## config.mk

```make
export PLATFORM = sky130hd
export DESIGN_NAME = cpu_ctrl
export DESIGN_NICKNAME = d
export VERILOG_FILES = /design/src/rtl/cpu_pkg.sv /design/src/rtl/instr_dec.sv /design/src/rtl/cpu_ctrl.sv
export SDC_FILE = /design/constraint.sdc
export NUM_CORES = 1
export LEC_CHECK = 0
export CORE_MARGIN = 5
export CORE_UTILIZATION = 31
export DETAILED_ROUTE_END_ITERATION = 8
export PLACE_DENSITY_LB_ADDON = 0.12
export RECOVER_POWER = 50
export SYNTH_ARGS = -nofsm -noshare
export SYNTH_HDL_FRONTEND = slang
export SYNTH_HIERARCHICAL = 1
export SYNTH_SLANG_ARGS = --single-unit
export TNS_END_PERCENT = 100
```

## constraint.sdc

```tcl
create_clock -name clk -period 2.5 [get_ports clk]
set_clock_uncertainty 0.1 [all_clocks]
set_input_delay 0.375 -clock clk [delete_from_list [all_inputs] [get_ports clk]]
set_output_delay 0.375 -clock clk [all_outputs]
set_load 0.05 [all_outputs]
```

## src/rtl/cpu_pkg.sv

```systemverilog
// Shared types and encodings for the CPU control path: FSM states, ISA field
// values, write-back source selects and ALU operation codes.
package cpu_pkg;

  typedef enum logic [2:0] {
    S_WAIT      = 3'd0,
    S_DECODE    = 3'd1,
    S_GET_A     = 3'd2,
    S_GET_B     = 3'd3,
    S_ALU       = 3'd4,
    S_WRITE_REG = 3'd5,
    S_WRITE_IMM = 3'd6
  } state_e;

  localparam logic [2:0] OPC_MOV = 3'b110;
  localparam logic [2:0] OPC_ALU = 3'b101;

  localparam logic [1:0] OP_MOV_IMM = 2'b10;
  localparam logic [1:0] OP_MOV_REG = 2'b00;
  localparam logic [1:0] OP_ADD     = 2'b00;
  localparam logic [1:0] OP_CMP     = 2'b01;
  localparam logic [1:0] OP_AND     = 2'b10;
  localparam logic [1:0] OP_MVN     = 2'b11;

  localparam logic [3:0] VSEL_MDATA  = 4'b0001;
  localparam logic [3:0] VSEL_SXIMM8 = 4'b0010;
  localparam logic [3:0] VSEL_PC     = 4'b0100;
  localparam logic [3:0] VSEL_C      = 4'b1000;

  localparam logic [1:0] ALU_ADD  = 2'b00;
  localparam logic [1:0] ALU_SUB  = 2'b01;
  localparam logic [1:0] ALU_AND  = 2'b10;
  localparam logic [1:0] ALU_NOTB = 2'b11;

  function automatic logic [15:0] sext8(input logic [7:0] v);
    return {{8{v[7]}}, v};
  endfunction

  function automatic logic [15:0] sext5(input logic [4:0] v);
    return {{11{v[4]}}, v};
  endfunction

endpackage

```

## src/rtl/instr_dec.sv

```systemverilog
// Purely combinational field split of the 16-bit instruction register,
// including sign extension of the two immediate forms.
module instr_dec
  import cpu_pkg::*;
(
  input  logic [15:0] ir,
  output logic [2:0]  opcode,
  output logic [1:0]  op,
  output logic [2:0]  rn,
  output logic [2:0]  rd,
  output logic [2:0]  rm,
  output logic [1:0]  sh,
  output logic [15:0] sximm5,
  output logic [15:0] sximm8
);

  assign opcode = ir[15:13];
  assign op     = ir[12:11];
  assign rn     = ir[10:8];
  assign rd     = ir[7:5];
  assign sh     = ir[4:3];
  assign rm     = ir[2:0];
  assign sximm5 = sext5(ir[4:0]);
  assign sximm8 = sext8(ir[7:0]);

endmodule

```

## src/rtl/cpu_ctrl.sv

```systemverilog
// Instruction register plus multi-cycle Moore control FSM; every datapath
// control is decoded from the registered state and the registered IR.
module cpu_ctrl
  import cpu_pkg::*;
(
  input  logic        clk,
  input  logic        reset_n,
  input  logic        s,
  input  logic        load,
  input  logic [15:0] in,
  output logic        w,
  output logic [2:0]  readnum,
  output logic [2:0]  writenum,
  output logic [3:0]  vsel,
  output logic        write,
  output logic        loada,
  output logic        loadb,
  output logic        loadc,
  output logic        loads,
  output logic        asel,
  output logic        bsel,
  output logic [1:0]  shift,
  output logic [1:0]  ALUop,
  output logic [15:0] sximm8,
  output logic [15:0] sximm5,
  output logic [2:0]  opcode,
  output logic [2:0]  state_dbg
);

  logic [15:0] ir_q, ir_d;
  state_e      state_q, state_d;

  logic [1:0] op, sh;
  logic [2:0] rn, rd, rm;

  instr_dec u_dec (
    .ir     (ir_q),
    .opcode (opcode),
    .op     (op),
    .rn     (rn),
    .rd     (rd),
    .rm     (rm),
    .sh     (sh),
    .sximm5 (sximm5),
    .sximm8 (sximm8)
  );

  logic is_alu, is_mov_imm, is_mov_reg, is_mvn, is_cmp;
  assign is_alu     = (opcode == OPC_ALU);
  assign is_mov_imm = (opcode == OPC_MOV) && (op == OP_MOV_IMM);
  assign is_mov_reg = (opcode == OPC_MOV) && (op == OP_MOV_REG);
  assign is_mvn     = is_alu && (op == OP_MVN);
  assign is_cmp     = is_alu && (op == OP_CMP);

  // The IR only accepts a new word while idle, so it is stable for the whole instruction.
  always_comb begin
    state_d = state_q;
    ir_d    = ir_q;
    case (state_q)
      S_WAIT: begin
        if (load) ir_d = in;
        if (s)    state_d = S_DECODE;
      end
      S_DECODE: begin
        if (is_mov_imm)               state_d = S_WRITE_IMM;
        else if (is_mov_reg || is_mvn) state_d = S_GET_B;
        else if (is_alu)              state_d = S_GET_A;
        else                          state_d = S_WAIT;
      end
      S_GET_A:     state_d = S_GET_B;
      S_GET_B:     state_d = S_ALU;
      S_ALU:       state_d = is_cmp ? S_WAIT : S_WRITE_REG;
      S_WRITE_REG: state_d = S_WAIT;
      S_WRITE_IMM: state_d = S_WAIT;
      default:     state_d = S_WAIT;
    endcase
  end

  always_ff @(posedge clk or negedge reset_n) begin
    if (!reset_n) begin
      state_q <= S_WAIT;
      ir_q    <= '0;
    end else begin
      state_q <= state_d;
      ir_q    <= ir_d;
    end
  end

  always_comb begin
    w        = (state_q == S_WAIT);
    readnum  = 3'b000;
    writenum = 3'b000;
    vsel     = VSEL_MDATA;
    write    = 1'b0;
    loada    = 1'b0;
    loadb    = 1'b0;
    loadc    = 1'b0;
    loads    = 1'b0;
    asel     = 1'b0;
    bsel     = 1'b0;
    shift    = (is_alu || is_mov_reg) ? sh : 2'b00;
    ALUop    = is_alu ? op : ALU_ADD;
    case (state_q)
      S_WRITE_IMM: begin
        writenum = rn;
        vsel     = VSEL_SXIMM8;
        write    = 1'b1;
      end
      S_GET_A: begin
        readnum = rn;
        loada   = 1'b1;
      end
      S_GET_B: begin
        readnum = rm;
        loadb   = 1'b1;
      end
      S_ALU: begin
        asel  = is_mov_reg;
        loads = is_cmp;
        loadc = !is_cmp;
      end
      S_WRITE_REG: begin
        writenum = rd;
        vsel     = VSEL_C;
        write    = 1'b1;
      end
      default: ;
    endcase
  end

  assign state_dbg = state_q;

endmodule

```

Word level (Yosys, flattened, before mapping) --
Index checks and enable logic that the tools add are counted.
Cells by class: equal/unequal tests 12, multiplexer cells 17, reductions and logical operators 11
Operators with widths (number):
- $eq 3x3->1 const B | 5
- $pmux 3 s5 | 1
- $pmux 3 s2 | 2
- $mux 3 | 3
- $mux 2 | 4
- $pmux 4 s2 | 1
- $eq 3x2->1 const B | 2
- $mux 1 | 6
- $eq 2x2->1 const B | 2
- $logic_and 1x1->1 | 4
- $eq 3x1->1 const B | 1
- $logic_not 3->1 | 1
- $eq 2x1->1 const B | 1
- $logic_not 2->1 | 1
- $logic_or 1x1->1 | 2
- $ne 2x2->1 const B | 1
- $reduce_and 2->1 | 1
- $reduce_or 2->1 | 1
- $logic_not 1->1 | 1
Storage, ports and cells: register bits after elaboration 19, output and inout bits 60, word-level logic and storage cells 42

Logic depth before layout (Yosys ltp) --
word-level depth 6, gate-level depth with buffers 5, depth with buffers taken out 3

Modules after synthesis --
The synthesis kept the hierarchy.
By module, submodules not included:
- cpu_ctrl | instances 1, cells each 91, area an instance 1084.8 sq um, seq. area each 475.5 sq um
- instr_dec | instances 1, cells each 48, area an instance 360.3 sq um, seq. area each 0.0 sq um

Worst setup path before layout --
OpenSTA, ideal clock, no wires.
path type reg2out, start reg state_q[0], in the netlist state_dbg[0], end out writenum[0], arrival 2.430 ns, setup slack -0.405 ns, cell stages (with the launch flop) 5, path buffers 1, cell sequence dfrtp_1 -> buf_2 -> nand2_1 -> nor2_1 -> a22o_1
Between the ends: word-level cells in the longest chain between the ends 2, elaborated cells on any way between the ends 3, classes of those cells eq/ne: 2; mux: 1
RTL lines:
- from (decl) | line cpu_ctrl.sv:31 | state_e state_q, state_d;
- from (signal assigned) | line cpu_ctrl.sv:84 | state_q <= state_d;
- $eq 3x3->1 | line cpu_ctrl.sv:103 | case (state_q)
- $pmux 3 s2 * | line cpu_ctrl.sv:103
- to (decl) | line cpu_ctrl.sv:13 | output logic [2:0] writenum,
Mark *: on every way between the ends. The rest lies on a longest branch, timed or not.

Worst setup path in the final report --
start reg state_q[1], in the netlist state_dbg[1], end out loadc
Between the ends: word-level cells in the longest chain between the ends 2
RTL lines:
- $eq 3x3->1 | line cpu_ctrl.sv:103
- $mux 1 | line cpu_ctrl.sv:103
- to (decl) | line cpu_ctrl.sv:18 | output logic loadc,
Every way passes these cells.

==> reports/metrics.cfg <==
[routing]
first_pass_iters=3
wirelength_microns=3410
wl_per_cell_microns=15.4
num_vias=994
initialDrtViolationCount=41
ant_nets=0
viasPerCell=4.50
drc_errors=0

[sta]
max_slew.worst_pin.slew_ns=1.08
finalCriticalPeriod_ns=2.34
max_freq_mhz=428
max_slew_margin_pct=28.2
setup_violations=0
final-max-slew-violation-count=0
layout_setup_ws_ns=0.162
fin_crit_sh_pct=93.5
rsz0062_at_grt=false
finalHoldViolCount=0
final.setup.tns_ns=0

[synth]
synth_area_leaders=dfrtp_1, buf_4, mux2_4, mux2_2, mux2i_1
syn_inst=139
yosys.area.top_type=dfrtp_1
async_flop_share_pct=100
ys.flop_type=dfrtp_1
ys.warnings.count=6
ys_ff_latch=19
syn-cell-area_sq_um=1450
yosysSeqAreaShare_pct=32.9
synth_edf_count=0
syn_area_per_cell_sq_um=10.4
netlist-cell-type-count=37
synth_top_cell_area_share_pct=32.9

[setup_path]
critical_path.slowest_cell=dfrtp_1
worstSetupStartpointType=register
r2r_start=state_dbg[0]
timing.rr.end=ir_q[1]
reg2reg_depth=3
critPathMaxStageDelay_ns=0.47
crit_required_ns=2.03
path_buf_inv=2
ff2ff_setup_slack_ns=0.42
cp_data_arrival_time_ns=1.86
path_cells=clkbuf_1 > or3b_1 > a31oi_1 > buf_12
cp.depth=4
crit_start=state_dbg[1]
cp-end-kind=primary output
critPathKind=reg2out
crit_family=flip-flops
worstPathMaxFanout=8
cp-endpoint=loadc

[clock_tree]
clock_sinks=19
ctsRootBufferMaster=clkbuf_8
htreeDepth=1
cts_made_buffers=3
clk_latency_ns=0.26
cts_hold_buffers=0
cts_tree=yes
cts_buffer_depth=2
path_clk_slew_ns=0.08

[worst_hold_path]
worstHoldPathType=reg2reg

[floorplan]
coreArea_sq_um=4440
num_io_pins=80
std_cell_rows=24
die_w_microns=78.3
die_area_sq_um=6130
die-height_microns=78.3
start_util_pct=32.5

[run_status]
status=finished, final reports clean

[placement]
gp_congestion=0.696
pre_cts_slack_ns=0.240
portBuffers=77
place_hpwl_microns=2710

[cells_and_area]
fin_util_pct=43.7
num_antenna_cells=0
fillers=449
regArea_sq_um=477
area_growth_syn_to_layout_pct=34.5
fin_nets=190
multi_input_area_sq_um=534
drive_gt1_share_pct=22.5

[global_routing]
grt_antenna_before_repair=0
track_usage_pct=11.7
grt_pass1_vias=1073
grt_start_max_net_pins=20
grt_pass1_wl_microns=5620
gr-total-overflow=0

[flow_run]
maxCapViolCount=0

## worst min path at each step
stage | startpoint | endpoint | slack (ns) | cells past startpoint
2_1_floorplan | reset_n | ir_q[0] | -0.02 | 0
3_3_place_gp | ir_q[8] | ir_q[8] | 0.44 | 1
3_5_place_dp | ir_q[6] | ir_q[6] | 0.43 | 1
4_1_cts | reset_n | state_dbg[1] | 0.37 | 2
5_1_grt | ir_q[6] | ir_q[6] | 0.47 | 1
6_report | ir_q[6] | ir_q[6] | 0.43 | 1
## what timing repair did
action,in CTS,in global routing
setup buffers,0,0
endpoints found under the setup margin,1,0
gates resized for setup,2,0
## through the flow
stage,cell area (sq um),cells,hold slack (ns)
2_1_floorplan,1470,140,-0.0206
4_1_cts,1990,221,0.365
3_3_place_gp,1950,217,0.439
6_report,1940,221,0.429
5_1_grt,1940,221,0.465
3_5_place_dp,1950,217,0.434
## cells in the final DEF (no fill, tap or decap), drive strengths merged, types with 2 or more instances in the layout
master,count
dlygate4sd3,5
a22o,3
nor3b,3
and2,2
o21ai,3
nor2b,2
inv,4
and3,3
clkdlybuf4s50,54
buf,12
mux2i,3
clkbuf,10
mux2,16
nor2,8
dfrtp,19
nand2,2
conb,2
## registers in the layout, summed over array words and instances, names as in the netlist
register   cells
ir_q          16
state_dbg      3
## synth_stat cells, types with 2 or more instances
cell type / number
buf_4: 50
dfrtp_1: 19
mux2_4: 10
nor2_1: 8
mux2_2: 6
inv_1: 4
a22o_1: 3
and3_1: 3
mux2i_1: 3
o21ai_0: 3
nand2_1: 2
nor2b_1: 2
nor3b_1: 2
## layout make-up
type                    count  share of cell area [%]
clock buffers               3                    2.12
clock inverters             1                   0.258
inverters                   4                   0.773
multi-input cells          63                    27.5
flip-flops and latches     19                    24.5
well taps                  52                    3.35
repair buffers             79                    41.5
## metal layers
layer  share of wire [%]  global-route usage, %
met3                  12                   5.26
met1                  42                   14.1
met4                0.53                   4.02
met2                  45                   18.6
met5                   0                      0
## cells by family (layout without fill, tap and decap cells)
logic type             count (synthesis)  count (layout)  synth area share (%)
DFF                                   19              19                  32.9
AOI/OAI and AO/OA                     12              12                  5.97
other                                  1               2                 0.259
and+or+nand+nor                       30              30                  13.9
muxes                                 19              19                  17.1
buffers and inverters                 58              87                  29.9
Power is left out: the tool's default activity adds up to more than one toggle a clock period on the data nets, which glitch-free logic cannot reach.
